`src/rtl/data_memory_pkg.sv`:
```
// Shared defaults for the data memory: word width, depth and derived address width.
package data_memory_pkg;

    localparam int unsigned DefDataWidth = 32;
    localparam int unsigned DefDepth     = 64;
    localparam int unsigned DefAddrWidth = $clog2(DefDepth);

endpackage

```
`src/rtl/data_memory.sv`:
```
// Word-addressed data memory: combinational read, synchronous write, async clear on reset.
module data_memory
    import data_memory_pkg::*;
#(
    parameter int unsigned DATA_WIDTH = DefDataWidth,
    parameter int unsigned DEPTH      = DefDepth
) (
    input  logic                  clk,
    input  logic                  reset,
    input  logic                  Mem_read,
    input  logic                  Mem_write,
    input  logic [31:0]           addr,
    input  logic [DATA_WIDTH-1:0] write_data,
    output logic [DATA_WIDTH-1:0] Read_data
);

    localparam int unsigned AddrWidth = $clog2(DEPTH);

    logic [DATA_WIDTH-1:0] mem [DEPTH];
    logic                  in_range;
    logic [AddrWidth-1:0]  idx;

    // Full 32-bit compare so aliased upper-bit addresses never hit storage.
    assign in_range = (addr < 32'(DEPTH));
    assign idx      = addr[AddrWidth-1:0];

    // Register array rather than RAM: reset must clear every word at once.
    always_ff @(posedge clk or negedge reset) begin
        if (!reset) begin
            for (int i = 0; i < int'(DEPTH); i++) begin
                mem[i] <= '0;
            end
        end else if (Mem_write && in_range) begin
            mem[idx] <= write_data;
        end
    end

    always_comb begin
        Read_data = '0;
        if (reset && Mem_read && in_range) begin
            Read_data = mem[idx];
        end
    end

endmodule

```
`config.mk`:
```
export PLATFORM = sky130hd
export DESIGN_NAME = data_memory
export DESIGN_NICKNAME = d
export VERILOG_FILES = /design/src/rtl/data_memory_pkg.sv /design/src/rtl/data_memory.sv
export SDC_FILE = /design/constraint.sdc
export NUM_CORES = 2
export LEC_CHECK = 0
export CORE_MARGIN = 2
export CORE_UTILIZATION = 65
export CTS_CLUSTER_SIZE = 12
export DETAILED_ROUTE_END_ITERATION = 7
export GPL_ROUTABILITY_DRIVEN = 0
export HOLD_SLACK_MARGIN = 0.05
export PLACE_DENSITY = 0.82
export SYNTH_ARGS = -nofsm -noshare
export SYNTH_HDL_FRONTEND = slang
export SYNTH_SLANG_ARGS = --single-unit
```
`constraint.sdc`:
```
create_clock -name clk -period 4.8 [get_ports clk]
set_clock_uncertainty 0.2 [all_clocks]
set_input_delay 0.96 -clock clk [delete_from_list [all_inputs] [get_ports clk]]
set_output_delay 0.96 -clock clk [all_outputs]
set_load 0.01 [all_outputs]
```
==> impl_metrics.toml <==
[status]
status = "finished, violations left"
violations = "slew limit, setup timing"

[hold_path]
hold_path_class = "in -> reg"
hold_start = "write_data[18]"
whs_path_depth = 2
hold_path_end = "mem[306]"

[timing]
max_freq_ghz = 0.207
hold_viol = 0
worst_pin_slew_ns = 1.51
maxSlewViolCount = 62
rsz0062_at_grt = "yes"
whs_ns = 0.179
finalSetupTns_ns = -0.0249
maxSlewHeadroom_pct = -0.397
timing.final.ws_setup_ns = -0.0249
period_minus_slack_ns = 4.82
finalSetupViolCount = 1
period_share_pct = 101

[floorplanning]
io_pins = 100
die_x_um = 383
num_rows = 139
dieArea_sq_mm = 0.147
initial_core_util_pct = 65.3
die_h_um = 383
core_area_sq_mm = 0.143

[flow_run]
max_cap_violations = 0

[worst_setup_path]
start_kind = "input port"
cp_common_cell = "buf_4"
critPathMaxStageDelay_ns = 0.33
endpoint_kind = "output pin"
worst-r2r-setup-slack_ns = 3.77
crit_chain = "buf_8 > buf_4 > or2_2 > buf_4 > buf_4 > o221ai_1 > o21ai_0 > o211ai_1 > a221oi_2 > buf_4 > and3_1 > dlygate4sd2_1"
r2r_start = "mem[1526]"
cp_slowest_cell = "a221oi_2"
cp.required_ns = 3.64
cp_max_fo = 10
reg2reg_to = "mem[1526]"
critPathKind = "in -> out"
cp.arrival_ns = 3.66
reg2reg_depth = 1

[drt]
first_iter_violations = 9183
vias = 65635
ant_nets = 0
dr.pass1.iters = 7
vias_per_cell = 7.34
route.detailed.drc = 0
wl_um = 319000
wl_per_cell_um = 35.6

[global_route]
gr-total-overflow = 0
grtUsageTotal_pct = 43.6
grt_max_degree = 196
antenna_found_initial = 28
grt_pass1_vias = 67550
grt_pass1_wl_um = 463000

[yosys]
synth_compound_area_share_pct = 6.74
synth-main-ff-cell = "dfrtp_1"
synth_simple_gate_area_share_pct = 2.03
syn_inst = 6586
postSynthAreaPerCell_sq_um = 14.2
synth_warnings = 0
synthXorXnorAreaFrac_pct = 0
netlist_area_sq_mm = 0.0936
synth_edf_count = 0
synth-seq-cells = 2048
ys_seq_area_share_pct = 54.8
synth_top_family_by_area = "multiplexers"
synthAdderAreaFrac_pct = 0
async_flop_share_pct = 100
post_synth_num_cell_types = 69
synth_mux_area_share_pct = 32.6
syn_nets = 6654

[finish]
regMostFlops = "mem"
reg.largest.list = "mem x2048"
drive_above_1_share_pct = 50.3
layout.cells.non_filler = 8943
area_delta_synth_final_pct = 14.9
fillers = 8373
utilization_pct = 75.0
largest_reg_flops = 2048
nets = 6977
final_cell_area_sq_mm = 0.108

[placement]
placed_cell_area_sq_mm = 0.100
portBuffers = 99
pre_cts_ws_ns = -1.15
dp_cells = 8597
dp_hpwl_um = 202000

[clock_network]
cts.sinks = 2048
cts_buffer_depth = 3
clkLatencyLatePin_ns = 0.87
cts_htree_levels = 4
root_buffer = "clkbuf_16"
path_clk_slew_ns = 0.06
cts_buffers = 203
cts_tree = "done"

[power_and_ir_drop]
power.leakage_nw = 52.9
total_power_mw = 35.3
peakVddDrop_uv = 339
powerDensity_mw_per_mm2 = 328
## logic make-up after synthesis
logic type,Yosys count
simple gates,357
mux,2557
flops,2048
buf+inv,703
compound gates,921
## critical path, delay by kind of cell
kind | cells | cell delay (ns)
AND/OR/NAND/NOR | 2 | 0.48
AO/OA/AOI/OAI | 4 | 0.80
buffers and inverters | 6 | 1.38
## worst max-delay path by stage
stage	end	cells past startpoint	slack [ns]	startpoint
after floorplan	Read_data[13]	8	0.64	addr[1]
after global placement	Read_data[28]	10	-1.11	addr[24]
after detailed placement	Read_data[28]	10	-1.15	addr[21]
after CTS	Read_data[9]	13	-0.05	addr[10]
after global routing	Read_data[9]	13	-0.07	addr[13]
final	Read_data[10]	12	-0.02	addr[2]
## cells in the mapped netlist, types with 20 or more instances
cell type / number / share of area [%]
buf_1: 50 / 0.20
mux4_2: 172 / 4.1
o21ai_0: 121 / 0.65
a22oi_1: 54 / 0.43
a221oi_1: 24 / 0.22
mux2_2: 2171 / 26
dfrtp_1: 2048 / 55
mux2_1: 45 / 0.54
buf_4: 189 / 1.5
mux2i_1: 169 / 1.8
nor2_1: 104 / 0.42
buf_2: 164 / 0.88
a21oi_1: 134 / 0.72
nor3_1: 20 / 0.11
a211oi_1: 25 / 0.20
nand2_1: 115 / 0.46
nor3_4: 20 / 0.35
o221ai_1: 162 / 1.5
o22ai_1: 283 / 1.9
clkbuf_1: 288 / 1.2
## layer usage
| layer | vias to the layer above | GRT usage [%] | part of all wire [%] |
|---|---|---|---|
| li1 | 25082 | - | - |
| met1 | 33966 | 56.2 | 35 |
| met2 | 4912 | 61.2 | 42 |
| met3 | 1637 | 18.1 | 15 |
| met4 | 38 | 27.3 | 7.9 |
| met5 | - | 0.260 | 0.11 |
## cell usage in the layout, fill, tap and decap left out, drive strengths merged, types with 30 or more instances in the layout
cell type	instances
o22ai	283
buf	759
o221ai	162
mux2	2216
mux2i	169
nand2	115
mux4	172
nor3	40
nor2	104
a22oi	54
o21ai	121
dlygate4sd2	30
dfrtp	2048
clkbuf	305
a21oi	134
## report_power, final
group | switching, mW | leakage, nW | internal [mW]
logic | 1.80 | 21.2 | 0.762
registers | 0.0000000723 | 28.6 | 17.3
clock network | 6.84 | 3.09 | 8.64
## what timing repair did
action                                  CTS  global route
hold buffers                              1             0
endpoints found under the setup margin   32            20
buffers inserted                         10             1
pin swaps                                28            17
gates cloned                              1             0
endpoints found under the hold margin     1             0
resized for setup                       194            34
## layout make-up
type	instances	area [sq um]	share of cell area [%]
Inverter	4	20.0	0.0186
Clock inverter	23	397	0.369
Timing Repair Buffer	817	7930	7.37
Tap cell	1903	2380	2.21
Sequential cell	2048	51200	47.7
Clock buffer	305	5930	5.51
Antenna cell	8	20.0	0.0186
Multi-Input combinational cell	3835	39600	36.8
Note: power is estimated with default switching activity, not from simulation.
